$ cat config.mk
export PLATFORM = sky130hd
export DESIGN_NAME = alu_fpga_console
export DESIGN_NICKNAME = d
export VERILOG_FILES = /design/src/rtl/alu_fpga_console.sv
export SDC_FILE = /design/constraint.sdc
export NUM_CORES = 1
export LEC_CHECK = 0
export ABC_AREA = 1
export BUFFER_PORTS_ARGS = -buffer_cell sky130_fd_sc_hd__buf_2
export CORE_ASPECT_RATIO = 2
export CORE_MARGIN = 4
export CORE_UTILIZATION = 30
export CTS_BUF_LIST = sky130_fd_sc_hd__clkbuf_2 sky130_fd_sc_hd__clkbuf_4 sky130_fd_sc_hd__clkbuf_8
export DETAILED_ROUTE_END_ITERATION = 10
export HOLD_SLACK_MARGIN = 0.02
export MAX_ROUTING_LAYER = met4
export PLACE_DENSITY_LB_ADDON = 0.08
export SYNTH_ARGS = -nofsm -noshare
export SYNTH_HDL_FRONTEND = slang
export SYNTH_SLANG_ARGS = --single-unit
export TNS_END_PERCENT = 10
$ cat constraint.sdc
create_clock -name CLK -period 15.4 [get_ports CLK]
set_clock_uncertainty 0.2 [all_clocks]
set_input_delay 0.77 -clock CLK [delete_from_list [all_inputs] [get_ports CLK]]
set_output_delay 0.77 -clock CLK [all_outputs]
set_load 0.02 [all_outputs]
$ cat src/rtl/alu_fpga_console.sv
// Front-panel console for an external ALU: debounced keys load operands and the
// opcode, start a fixed-latency execute, and select what the seven-segment bank shows.
module alu_fpga_console #(
  parameter int DATA_W     = 32,
  parameter int DIGITS     = DATA_W / 4,
  parameter int DEB_CYCLES = 250000,
  parameter int ALU_LAT    = 1,
  parameter int BLANK_LZ   = 1
) (
  input  logic                CLK,
  input  logic                RST,
  input  logic [3:0]          KEY,
  input  logic [17:0]         SW,
  output logic [3:0]          op_o,
  output logic [DATA_W-1:0]   in1_o,
  output logic [DATA_W-1:0]   in2_o,
  input  logic [DATA_W-1:0]   result_i,
  output logic                busy_o,
  output logic [1:0]          mode_o,
  output logic [DIGITS*7-1:0] HEX
);

  localparam int unsigned NIB = DATA_W / 4;
  localparam int unsigned DCW = (DEB_CYCLES > 2) ? $clog2(DEB_CYCLES) : 1;
  localparam int unsigned LCW = $clog2(ALU_LAT + 1);
  localparam logic [DCW-1:0] DEB_LAST = DCW'(DEB_CYCLES - 1);
  localparam logic [LCW-1:0] LAT_INIT = LCW'(ALU_LAT);

  function automatic logic [6:0] seg7(input logic [3:0] n);
    logic [6:0] s;
    unique case (n)
      4'h0: s = 7'b1000000;
      4'h1: s = 7'b1111001;
      4'h2: s = 7'b0100100;
      4'h3: s = 7'b0110000;
      4'h4: s = 7'b0011001;
      4'h5: s = 7'b0010010;
      4'h6: s = 7'b0000010;
      4'h7: s = 7'b1111000;
      4'h8: s = 7'b0000000;
      4'h9: s = 7'b0010000;
      4'hA: s = 7'b0001000;
      4'hB: s = 7'b0000011;
      4'hC: s = 7'b0100111;
      4'hD: s = 7'b0100001;
      4'hE: s = 7'b0000110;
      default: s = 7'b0001110;
    endcase
    return s;
  endfunction

  // Digits above the top nonzero nibble go dark; digit 0 always shows.
  function automatic logic [DIGITS*7-1:0] hex_encode(input logic [DATA_W-1:0] v);
    logic [DIGITS*7-1:0] segs;
    int unsigned         msn;
    segs = '1;
    msn  = 0;
    for (int unsigned i = 0; i < NIB; i++) begin
      if (v[4*i +: 4] != 4'h0) msn = i;
    end
    for (int unsigned k = 0; k < NIB && k < DIGITS; k++) begin
      if (BLANK_LZ == 0 || k <= msn) segs[7*k +: 7] = seg7(v[4*k +: 4]);
    end
    return segs;
  endfunction

  localparam logic [DIGITS*7-1:0] HEX_RST = hex_encode({DATA_W{1'b0}});

  typedef enum logic {S_IDLE, S_EXEC} state_e;

  logic [3:0]     key_s1_q, key_s2_q, key_deb_q, press_q;
  logic [DCW-1:0] deb_cnt_q [4];
  logic [17:0]    sw_s1_q, sw_s2_q;
  logic [DATA_W-1:0] sw_val;

  state_e            state_q;
  logic [LCW-1:0]    lat_q;
  logic [3:0]        op_q;
  logic [DATA_W-1:0] in1_q, in2_q, result_q;
  logic              busy_q;
  logic [1:0]        mode_q;
  logic [DATA_W-1:0] src_d;
  logic [DIGITS*7-1:0] hex_d, hex_q;

  // Press pulse is raised on the same edge the debounced level falls.
  always_ff @(posedge CLK or posedge RST) begin
    if (RST) begin
      key_s1_q  <= '1;
      key_s2_q  <= '1;
      key_deb_q <= '1;
      press_q   <= '0;
      for (int unsigned k = 0; k < 4; k++) deb_cnt_q[k] <= '0;
    end else begin
      key_s1_q <= KEY;
      key_s2_q <= key_s1_q;
      press_q  <= '0;
      for (int unsigned k = 0; k < 4; k++) begin
        if (key_s2_q[k] == key_deb_q[k]) begin
          deb_cnt_q[k] <= '0;
        end else if (deb_cnt_q[k] == DEB_LAST) begin
          deb_cnt_q[k] <= '0;
          key_deb_q[k] <= key_s2_q[k];
          press_q[k]   <= ~key_s2_q[k];
        end else begin
          deb_cnt_q[k] <= deb_cnt_q[k] + 1'b1;
        end
      end
    end
  end

  always_ff @(posedge CLK or posedge RST) begin
    if (RST) begin
      sw_s1_q <= '0;
      sw_s2_q <= '0;
    end else begin
      sw_s1_q <= SW;
      sw_s2_q <= sw_s1_q;
    end
  end

  generate
    if (DATA_W > 16) begin : g_sext
      assign sw_val = {{(DATA_W-16){sw_s2_q[16]}}, sw_s2_q[15:0]};
    end else if (DATA_W == 16) begin : g_full
      assign sw_val = sw_s2_q[15:0];
    end else begin : g_trunc
      assign sw_val = sw_s2_q[DATA_W-1:0];
    end
  endgenerate

  always_ff @(posedge CLK or posedge RST) begin
    if (RST) begin
      state_q  <= S_IDLE;
      lat_q    <= '0;
      op_q     <= '0;
      in1_q    <= '0;
      in2_q    <= '0;
      result_q <= '0;
      busy_q   <= 1'b0;
      mode_q   <= '0;
    end else begin
      if (press_q[3]) mode_q <= mode_q + 2'd1;
      unique case (state_q)
        S_IDLE: begin
          if (press_q[0]) begin
            if (sw_s2_q[17]) in2_q <= sw_val;
            else             in1_q <= sw_val;
          end
          if (press_q[1]) op_q <= sw_s2_q[3:0];
          if (press_q[2]) begin
            state_q <= S_EXEC;
            busy_q  <= 1'b1;
            lat_q   <= LAT_INIT;
          end
        end
        S_EXEC: begin
          if (lat_q == '0) begin
            result_q <= result_i;
            state_q  <= S_IDLE;
            busy_q   <= 1'b0;
          end else begin
            lat_q <= lat_q - 1'b1;
          end
        end
        default: state_q <= S_IDLE;
      endcase
    end
  end

  always_comb begin
    src_d = '0;
    unique case (mode_q)
      2'd0:    src_d = result_q;
      2'd1:    src_d = in1_q;
      2'd2:    src_d = in2_q;
      default: src_d = {{(DATA_W-4){1'b0}}, op_q};
    endcase
    hex_d = hex_encode(src_d);
  end

  always_ff @(posedge CLK or posedge RST) begin
    if (RST) hex_q <= HEX_RST;
    else     hex_q <= hex_d;
  end

  assign op_o   = op_q;
  assign in1_o  = in1_q;
  assign in2_o  = in2_q;
  assign busy_o = busy_q;
  assign mode_o = mode_q;
  assign HEX    = hex_q;

endmodule

==> results of run 1 <==
[power by group]
group,switching (mW),internal (mW)
Sequential,0.00446,0.680
Clock,0.280,0.396
Combinational,0.0231,0.00904
[logic make-up after synthesis]
family                   Yosys count  share of synthesized area
AND/OR/NAND/NOR                  669                      0.241
flip-flops                       255                      0.522
buffers and inverters            212                     0.0779
AO/OA/AOI/OAI                    172                     0.0819
adder cells (fa/ha/maj)           52                     0.0526
XOR/XNOR                          33                     0.0234
multiplexers                       2                    0.00162
[synth_stat cells (6+ instances only)]
| master | n | area share |
|---|---|---|
| nand3_1 | 71 | 0.029 |
| clkbuf_1 | 14 | 0.0042 |
| buf_4 | 32 | 0.019 |
| xor2_1 | 23 | 0.016 |
| ha_1 | 52 | 0.053 |
| nor3_1 | 17 | 0.0069 |
| dfstp_2 | 62 | 0.13 |
| xnor2_1 | 10 | 0.0071 |
| nor4_1 | 6 | 0.0030 |
| nor3b_1 | 7 | 0.0042 |
| o21ai_0 | 91 | 0.037 |
| nand2_1 | 374 | 0.11 |
| nor2_1 | 132 | 0.040 |
| nand2_2 | 11 | 0.0056 |
| a21oi_1 | 31 | 0.013 |
| nand4_1 | 11 | 0.0056 |
| o211ai_1 | 14 | 0.0085 |
| nand2_4 | 11 | 0.010 |
| inv_1 | 151 | 0.046 |
| dfrtp_1 | 193 | 0.39 |
[cells in the final DEF, fill, tap and decap left out, types with 6 or more instances in the layout]
cell type  instances
ha_1              52
nand4_1           11
nor3_1            17
xnor2_1           10
clkbuf_4          16
nand2_2           11
nor3b_1            7
inv_1            150
nor2_1           131
nand3_1           71
a21oi_1           31
dfrtp_1          193
buf_2            182
clkbuf_8          49
xor2_1            23
dfstp_2           62
buf_4              6
nand2_4           11
nand2_1          374
o211ai_1          14
nor4_1             6
o21ai_0           91
[through the flow]
step / cell area [sq um] / power (mW)
final: 14600 / 1.39
after global routing: 14600 / 1.46
after CTS: 14600 / 1.43
after detailed placement: 13600 / 0.730
after global placement: 13600 / 0.730
after floorplan: 12400 / 0.713
[worst max-delay path: cells and delay by family (launching register included)]
family | cells | cell delay [ns]
adders and majority gates | 2 | 0.74
DFF | 1 | 0.42
buffers and inverters | 2 | 0.15
and+or+nand+nor | 8 | 1.22
AOI/OAI and AO/OA | 2 | 0.31
[cell type report]
cell class | count | area (sq um) | area share
clock buffer | 65 | 795 | 0.0544
multi-input combinational | 928 | 4960 | 0.340
timing repair buffer | 188 | 956 | 0.0655
antenna | 1 | 2.50 | 0.000171
inverter | 157 | 602 | 0.0412
tap | 535 | 669 | 0.0458
clock inverter | 11 | 160 | 0.0110
sequential | 255 | 6460 | 0.442
[metal layers]
layer	GRT usage	share of wire	up-vias	wire length [microns]
met2	0.280	0.53	209	17900
met3	0.0255	0.048	69	1600
li1	-	-	4786	-
met1	0.168	0.38	4455	12800
met5	-	0	-	0
met4	0.0625	0.038	0	1270
[flip-flops by register name (all words and copies together), names as in the netlist]
| name | count |
|---|---|
| key_s2_q | 4 |
| in2_o | 17 |
| sw_s1_q | 18 |
| key_deb_q | 4 |
| in1_o | 17 |
| result_q | 32 |
| HEX | 56 |
| state_q | 1 |
| mode_o | 2 |
| key_s1_q | 4 |
| lat_q | 1 |
| press_q | 4 |
| deb_cnt_q | 72 |
| sw_s2_q | 18 |
| busy_o | 1 |
| op_o | 4 |
[worst max path at each step]
stage / to / slack (ns) / startpoint / cells past startpoint
finish: HEX[11]$_DFF_PP1_ / 12.26 / mode_o[0]$_DFFE_PP0P_ / 14
global route: HEX[33]$_DFF_PP1_ / 11.99 / mode_o[0]$_DFFE_PP0P_ / 14
CTS: HEX[11]$_DFF_PP1_ / 12.19 / mode_o[0]$_DFFE_PP0P_ / 14
detailed placement: deb_cnt_q[45]$_DFF_PP0_ / 11.73 / RST / 4
global placement: deb_cnt_q[53]$_DFF_PP0_ / 11.74 / RST / 4
floorplan: HEX[0]$_DFF_PP0_ / 7.52 / RST / 1
==> key figures, run 1 <==
GRT
  – Gr usage total: 0.156
  – Largest net degree at the start of global routing: 113
  – Antenna violations before repair: 1
  – GRT overflow: 0
  – First-pass GRT wire length: 53,300 microns
  – Vias in the first global route: between 9,000 and 10,000

Setup path
  – Critical path cell sequence: inv_1 > ha_1 > nand2_2 > nand2_4 > a21oi_1 > inv_1 > nand2_1 > ha_1 > nand3_4 > nor2_4 > nand2_4 > nor2_8 > nand2_4 > o211ai_2
  – Kind of start point of the critical path: flip-flop
  – Crit path max fanout: 17
  – Reg2reg end: HEX[11]$_DFF_PP1_
  – Reg-to-reg startpoint: mode_o[0]$_DFFE_PP0P_
  – R2r setup slk: between 10 and 15 ns
  – R2R depth: 14
  – CP max stage delay: between 0.4 and 0.5 ns
  – Crit path required time: around 16 ns
  – Worst EP arrival: 3.42 ns
  – Max stage delay cell, worst path: ha_1
  – Worst Setup End Kind: flip-flop
  – Cell mode on critical path: nand2_4
  – Worst Setup Path Type: flip-flop to flip-flop

Detailed routing
  – Routed length per placed instance: 15.7 microns
  – First-pass DRT Iterations: 6
  – Residual DRC count: 0
  – Post-route ant nets: 0
  – Via count: between 9,000 and 10,000
  – Starting DRT DRC Count: about 350
  – Final wirelength: approximately 34,000 microns
  – DR vias/cell: around 4.4

STA
  – Max-slew violations: 0
  – Final TNS setup: 0 ns
  – RSZ-0062 raised after global routing: false
  – Slew headroom: 0.275
  – Measured slew at the worst slew-check pin: approximately 1.1 ns
  – Setup WS post-layout: 12.26 ns
  – Hold Slack: 0.116 ns
  – Tcrit/Tclk final: 0.204
  – Setup-failing EPs final: 0
  – Final Critical Period: approximately 3.1 ns
  – Final hold violation count: 0
  – Max frequency: around 320 MHz

Synth
  – Top_reg_cell synth: dfrtp_1
  – Synth cell types: 54
  – Seq/Total Area, Yosys: 0.522
  – Mapped Area: 12,400 sq um
  – Syn_area_per_cell: about 9 sq um
  – Seq cells post-synth: 255
  – EDFF count, synth: 0
  – Ys async rst share: 1.00
  – Synth warn: 0
  – Mapped Nets: approximately 1,500
  – Post-synthesis cell count: 1,395

Layout
  – Layout cell share with drive strength beyond 1: 0.239
  – Synthesis-to-finish area growth: 18.0%
  – Final cell count without fillers: between 2,000 and 2,500
  – Final core occ: 0.357
  – Layout Nets: 1,679
  – Fillers: ~4,300

CTS
  – Clk buf depth: 3
  – CTS clk-pin slew, worst paths: about 0.070 ns
  – CTS HTree Levels: 2
  – TritonCTS Sinks: between 200 and 300
  – CTS Buf Count: 41
  – CTS tree: done
  – CTS resizes: 0
  – Worst skew pair latency: approximately 0.56 ns
  – Root buffer cell: clkbuf_8
  – Cts hold-fix bufs: 0
  – Post-CTS Setup Repair Bufs: 0

Die
  – Die X: around 150 microns
  – Initial Util: 0.303
  – # rows: about 110
  – Core Box Area: between 40,000 and 50,000 sq um
  – Die area: between 40,000 and 50,000 sq um
  – Die Height: a little under 300 microns
  – Number of I/O pins: 183

Flow run
  – Number of max-cap violations: 0

Placement
  – Setup slack at placement: 11.73 ns
  – Gpl congestion: between 0.8 and 0.9
  – Port Buffers: roughly 180
  – Placed Instances: between 2,000 and 2,500
  – Detail Placement HPWL: 25,000 microns

Pwr
  – P_leak: 7.24 nW
  – VDD IR max: around 0.049 mV
  – Pwr dens: about 95 nW/um^2

Run status
  – Status: complete, no violations

Worst hold path
  – Worst hold start: KEY[0]
  – Hold Crit Class: input port to flip-flop
  – Hold Crit Depth: 1
  – Hold endpoint: key_s1_q[0]$_DFF_PP1_
Power figures use the tool's default switching activity.
==> inputs of run 2 (changes only) <==
Settings changed: ABC_AREA 1 to 0.
Clock period 15.4 ns to 2.5 ns, I/O delays scaled along.
==> run 2 against run 1 <==
The flow now finishes with violations (setup timing); worst setup slack lost 12 ns; non-clock buffer count increased by 240; largest power group unchanged; power rose to 5.9 times the previous value; final cell count is 5.3% lower; first-iteration DRC count fell by 3.4%; register-to-register slack got worse by 12 ns; routed wire length rose by 3.5%.
==> key figures, run 2 <==
Run status
  – Status: finished, violations left
  – Failing checks: setup timing

Setup path
  – Worst Setup Path Type: flip-flop to flip-flop
  – Kind of start point of the critical path: flip-flop
  – Worst path depth: 10
  – CP max stage delay: 0.45 ns
  – Top Family by Delay on Critical Path: buffers and inverters
  – Cell mode on critical path: buf_4
  – Worst EP arrival: 2.94 ns
  – Crit path max fanout: 11
  – Buf/Inv on CP: 5
  – R2r setup slk: -0.14 ns
  – R2R depth: 10
  – Crit path required time: approximately 2.8 ns
  – Max stage delay cell, worst path: mux4_2
  – Critical path cell sequence: buf_4 > ha_2 > inv_2 > buf_8 > nand2_2 > buf_4 > ha_1 > inv_1 > mux4_2 > o21bai_1
  – Worst Setup End Kind: flip-flop

Die
  – # rows: just over 100
  – Number of I/O pins: between 150 and 200
  – Die Height: 292 microns
  – Initial Util: 0.304
  – Die area: roughly 44,000 sq um
  – Die X: ~150 microns
  – Core Box Area: around 40,000 sq um

GRT
  – Vias in the first global route: ~10,000
  – Gr usage total: 0.163
  – GRT overflow: 0
  – Antenna violations before repair: 1
  – Largest net degree at the start of global routing: 100
  – First-pass GRT wire length: ~55,000 microns

Pwr
  – Seq pwr share: 0.512
  – P_sw: between 1.5 and 2 mW
  – P_leak: ~7.8 nW
  – Sw Share: 0.227
  – Pwr dens: between 400 and 500 nW/um^2
  – Clk network pwr share: 0.453
  – Combinational Power Share: 0.035
  – Total Power: just over 8 mW
  – Internal cell power: around 6.4 mW
  – VDD IR max: 0.489 mV

Detailed routing
  – Final wirelength: 34,800 microns
  – Top Metal Used: met4
  – Routed wl met2: between 15,000 and 20,000 microns
  – Routed length per placed instance: ~17 microns
  – Starting DRT DRC Count: between 300 and 400
  – First-pass DRT Iterations: 5
  – DR vias/cell: ~4.7
  – WL met3: 1380 microns
  – Via count: around 9,400
  – M1 WL: ~13,000 microns
  – Post-route ant nets: 0
  – Residual DRC count: 0

STA
  – Final Critical Period: roughly 2.6 ns
  – Tcrit/Tclk final: 1.06
  – Final hold violation count: 0
  – Hold Slack: roughly 0.12 ns
  – Measured slew at the worst slew-check pin: between 0.6 and 0.7 ns
  – Setup WS post-layout: -0.145 ns
  – Slew headroom: 0.594
  – RSZ-0062 raised after global routing: true
  – Setup-failing EPs final: 34
  – Max frequency: 378 MHz
  – Max-slew violations: 0

Synth
  – Mapped Area: 12,100 sq um
  – EDFF count, synth: 0
  – Post-synth top area share: 0.400
  – Syn_area_per_cell: roughly 11 sq um
  – Ys async rst share: 1.00
  – Seq/Total Area, Yosys: 0.535
  – Synth warn: 0
  – Synth cell types: 67
  – Top_reg_cell synth: dfrtp_1
  – Top post-synthesis cells by area: dfrtp_1, dfstp_2, mux2_2
  – Mapped Nets: between 1,000 and 1,500
  – Post-synthesis cell count: 1,066
  – Yosys top cell by area: dfrtp_1
  – Seq cells post-synth: between 200 and 300
  – Most common cell in the netlist: dfrtp_1
  – Synth cell count leaders: dfrtp_1, nor2_1, mux2_2, nand2_1, dfstp_2

Worst hold path
  – Hold Crit Depth: 3
  – Hold Crit Class: input port to flip-flop

Layout
  – Design area: ~17,000 sq um
  – Commonest non-fill, non-tap cells in the layout: dfrtp_1, buf_2, buf_4
  – Max reg flops: 72
  – Layout Nets: 1,577
  – Synthesis-to-finish area growth: 39.0%
  – Top reg by flops: deb_cnt_q
  – Commonest non-fill, non-tap cell in the layout: dfrtp_1
  – Fillers: just under 4,000
  – Layout cell share with drive strength beyond 1: 0.448

CTS
  – Clk buf depth: 3
  – Worst skew pair latency: ~0.58 ns
  – CTS Buf Count: 41
  – Root buffer cell: clkbuf_8
  – CTS tree: done
  – CTS clk-pin slew, worst paths: roughly 0.060 ns
  – CTS HTree Levels: 2
  – TritonCTS Sinks: 255

Placement
  – Area after DPL: about 14,000 sq um
  – Setup slack at placement: -0.294 ns
  – Gpl congestion: approximately 0.84
  – Detail Placement HPWL: approximately 25,000 microns
  – Port Buffers: 182

Flow run
  – Number of max-cap violations: 0
run 2: changes by cell type in the layout (fill, tap and decap cells not counted), sizes merged, moves of 59 or more:
cell         delta
mux2           +82
buf           +161
o21ai          -59
dlygate4sd3    +78
inv           -120
nand2         -315
run 2: path summary, 6_finish.rpt:
kind | start | endpoint
setup / recovery | mode_o[1]$_DFFE_PP0P_ | HEX[38]$_DFF_PP1_
hold / removal | result_i[22] | result_q[22]$_DFFE_PP0P_
setup reg to reg | mode_o[1]$_DFFE_PP0P_ | HEX[38]$_DFF_PP1_
hold reg to reg | sw_s1_q[11]$_DFF_PP0_ | sw_s2_q[11]$_DFF_PP0_
max in group asynchronous | RST | deb_cnt_q[54]$_DFF_PP0_
min in group asynchronous | RST | deb_cnt_q[8]$_DFF_PP0_
run 2: cell type report:
type	count	area, sq um	share of cell area
clock inverter	7	45.0	0.00268
clock buffer	68	805	0.0479
antenna	1	2.50	0.000149
inverter	34	131	0.00783
multi-input combinational	709	5510	0.328
timing repair buffer	428	3170	0.189
tap	525	657	0.0391
sequential	255	6460	0.385
run 2: through the flow:
stage               TNS [ns]  instances  utilization
floorplan            -278.54       1066            -
global placement       -6.65       1837        0.361
detailed placement     -8.33       1837        0.361
CTS                    -1.89       2009        0.411
global route           -7.70       2027        0.423
finish                 -2.00       2027        0.423
run 2: timing repair:
| item | in CTS | in global routing |
|---|---|---|
| gates resized for setup | 58 | 86 |
| endpoints found under the hold margin | 297 | 0 |
| setup endpoints to repair | 47 | 54 |
| pin swaps | 17 | 34 |
| hold buffers | 78 | 0 |
| gates cloned | 1 | 1 |
| setup buffers | 18 | 17 |
run 2: logic make-up after synthesis:
logic type               Yosys count  share of synthesized area
AO/OA/AOI/OAI                    148                     0.0841
XOR/XNOR                          68                     0.0493
adder cells (fa/ha/maj)           52                     0.0539
buffers and inverters            102                     0.0436
flip-flops                       255                      0.535
multiplexers                     100                     0.0966
AND/OR/NAND/NOR                  341                      0.137
run 2: power by group through the flow:
stage | clock, mW | combinational, mW | sequential, mW
6_report | 3.73 | 0.290 | 4.22
5_1_grt | 4.08 | 0.330 | 4.23
4_1_cts | 3.92 | 0.301 | 4.22
3_5_place_dp | 0 | 0.207 | 4.29
3_3_place_gp | 0 | 0.207 | 4.29
2_1_floorplan | 0 | 0.0982 | 4.28
run 2: layer usage:
layer,GRT usage,up-vias
li1,-,4525
met1,0.164,4635
met2,0.304,193
met3,0.0262,81
met4,0.0726,0
met5,-,-
run 2: worst min-delay path: stages:
cell           delay, ns
dlygate4sd3_1       0.52
buf_2               0.09
mux2_2              0.13
==> inputs of run 3 (changes only) <==
Settings changed: CORE_UTILIZATION 30 to 38.
==> run 3 against run 2 <==
Critical endpoint is now HEX[26]$_DFF_PP1_; sequential share of layout area grew 0.47 points; non-clock buffer count shrank 3; final cell count fell by 5.4%; sequential power about the same; the run still ends with setup timing left; global-route usage grew 3.1 points; die area decreased by 20%; power down 0.18%; critical path depth is 2 higher; critical path type unchanged; worst setup slack better by 0.0085 ns; worst hold slack got worse by 0.077 ns.
==> key figures, run 3 (synthesis results as in run 2) <==
Layout
  – Register area: 6460 sq um
  – Layout Nets: ~1,600
  – Final core occ: 0.528
  – Layout cell share with drive strength beyond 1: 0.438
  – Synthesis-to-finish area growth: 37.4%
  – Final cell count without fillers: 1,918
  – Commonest non-fill, non-tap cell in the layout: dfrtp_1
  – Multi-input gate area: 5470 sq um
  – Top reg by flops: deb_cnt_q
  – Commonest non-fill, non-tap cells in the layout: dfrtp_1, buf_2, buf_4
  – Fillers: ~2,900
  – Max reg flops: between 70 and 80

GRT
  – Layer with the highest usage: met2
  – GRT overflow: 0
  – Antenna violations before repair: 1
  – First-pass GRT wire length: between 50,000 and 60,000 microns
  – M1 GR Usage: 0.197
  – GR Util met3: 0.0275
  – Vias in the first global route: about 10,000
  – GR Util met2: 0.362
  – Gr usage total: 0.194
  – Largest net degree at the start of global routing: 55

Placement
  – Placed Instances: 1,739
  – Detail Placement HPWL: roughly 24,000 microns
  – Setup slack at placement: -0.320 ns
  – Gpl congestion: approximately 0.86
  – Port Buffers: about 180

Pwr
  – Seq pwr share: 0.513
  – P_sw: 1.82 mW
  – Combinational Power Share: 0.036
  – Pwr dens: a little under 500 nW/um^2
  – P_leak: about 7.8 nW
  – VDD IR max: approximately 0.55 mV
  – Internal cell power: approximately 6.4 mW
  – Clk network pwr share: 0.451
  – Sw Share: 0.221

Worst hold path
  – Hold Crit Class: input port to asynchronous set/reset pin

Detailed routing
  – DR vias/cell: a little under 5
  – Starting DRT DRC Count: about 330
  – Final wirelength: 32,600 microns
  – First-pass DRT Iterations: 5
  – Post-route ant nets: 0
  – Residual DRC count: 0
  – Routed length per placed instance: between 15 and 20 microns
  – Via count: roughly 9,400

STA
  – Setup-failing EPs final: 31
  – Setup WS post-layout: -0.136 ns
  – Slew headroom: 0.515
  – RSZ-0062 raised after global routing: true
  – Final Critical Period: 2.64 ns
  – Final hold violation count: 0
  – Final TNS setup: -2.15 ns
  – Max frequency: approximately 380 MHz
  – Hold Slack: 0.0448 ns
  – Tcrit/Tclk final: 1.05
  – Measured slew at the worst slew-check pin: between 0.7 and 0.8 ns
  – Max-slew violations: 0

CTS
  – Clk buf depth: 3
  – TritonCTS Sinks: about 260
  – Root buffer cell: clkbuf_8
  – CTS tree: done
  – CTS Buf Count: 40
  – CTS clk-pin slew, worst paths: approximately 0.060 ns
  – CTS HTree Levels: 2
  – Worst skew pair latency: 0.55 ns

Die
  – Die X: 134 microns
  – Number of I/O pins: 183
  – Core Box Area: between 30,000 and 40,000 sq um
  – # rows: 92
  – Die area: roughly 35,000 sq um
  – Initial Util: 0.384
  – Die Height: around 260 microns

Setup path
  – Worst Setup End Kind: flip-flop
  – Worst EP arrival: just under 3 ns
  – Crit path required time: roughly 2.8 ns
  – Crit path max fanout: 9
  – Worst Setup Path Type: flip-flop to flip-flop
  – Kind of start point of the critical path: flip-flop

Run status
  – Failing checks: setup timing
  – Status: finished, violations left

Flow run
  – Number of max-cap violations: 0
==> run 3: changes by cell type in the layout (fill, tap and decap cells not counted), sizes merged <==
| cell | change |
|---|---|
| bufinv | +1 |
| clkbuf | -8 |
| clkinv | +5 |
| clkinvlp | -1 |
| dlygate4sd3 | -2 |
| inv | -2 |
==> run 3: final timing paths <==
check	start	endpoint	slack [ns]	cells after the start
setup / recovery	mode_o[1]$_DFFE_PP0P_	HEX[26]$_DFF_PP1_	-0.14	12
hold reg to reg	sw_s1_q[13]$_DFF_PP0_	sw_s2_q[13]$_DFF_PP0_	0.14	0
min in group CLK	SW[15]	sw_s1_q[15]$_DFF_PP0_	0.09	2
max in group asynchronous	RST	HEX[6]$_DFF_PP1_	1.26	4
hold / removal	RST	deb_cnt_q[10]$_DFF_PP0_	0.04	3
setup reg to reg	mode_o[1]$_DFFE_PP0P_	HEX[26]$_DFF_PP1_	-0.14	12
==> run 3: what timing repair did <==
item / CTS / global route
setup endpoints to repair: 52 / 55
gates resized for setup: 78 / 39
pin swaps: 31 / 25
hold buffers: 76 / 0
buffers inserted: 28 / 3
endpoints found under the hold margin: 253 / 0
gates cloned: 1 / 0
==> run 3: cell type report <==
type	count	area share
Antenna cell	1	0.000151
Clock buffer	61	0.0465
Clock inverter	10	0.00453
Inverter	34	0.00792
Multi-Input combinational cell	709	0.330
Sequential cell	255	0.390
Tap cell	423	0.0319
Timing Repair Buffer	425	0.190
==> run 3: critical path: stages, from the launching register on <==
cell and delay [ns]:
dfrtp_1 0.40, inv_2 0.08, ha_4 0.17, buf_12 0.14, a22o_4 0.25, a21oi_2 0.13, or2_4 0.15, ha_4 0.14
o211ai_1 0.13, nor3_2 0.21, buf_4 0.19, nand3b_1 0.21, o211ai_1 0.15
==> run 3: routing by layer <==
layer | share of wire | vias up
li1 | - | 4512
met1 | 0.36 | 4591
met3 | 0.036 | 71
met2 | 0.56 | 201
met4 | 0.048 | 0
met5 | 0 | -
==> run 3: power by group through the flow <==
stage	clock (mW)	sequential [mW]	combinational, mW
5_1_grt	4.05	4.23	0.340
4_1_cts	3.87	4.22	0.310
2_1_floorplan	0	4.28	0.0982
3_5_place_dp	0	4.29	0.218
6_report	3.71	4.22	0.299
3_3_place_gp	0	4.29	0.217
==> run 3: metrics by stage <==
stage	area, sq um	power, mW
4_1_cts	16400	8.40
2_1_floorplan	12100	4.38
3_5_place_dp	14300	4.51
3_3_place_gp	14300	4.51
5_1_grt	16600	8.61
6_report	16600	8.23
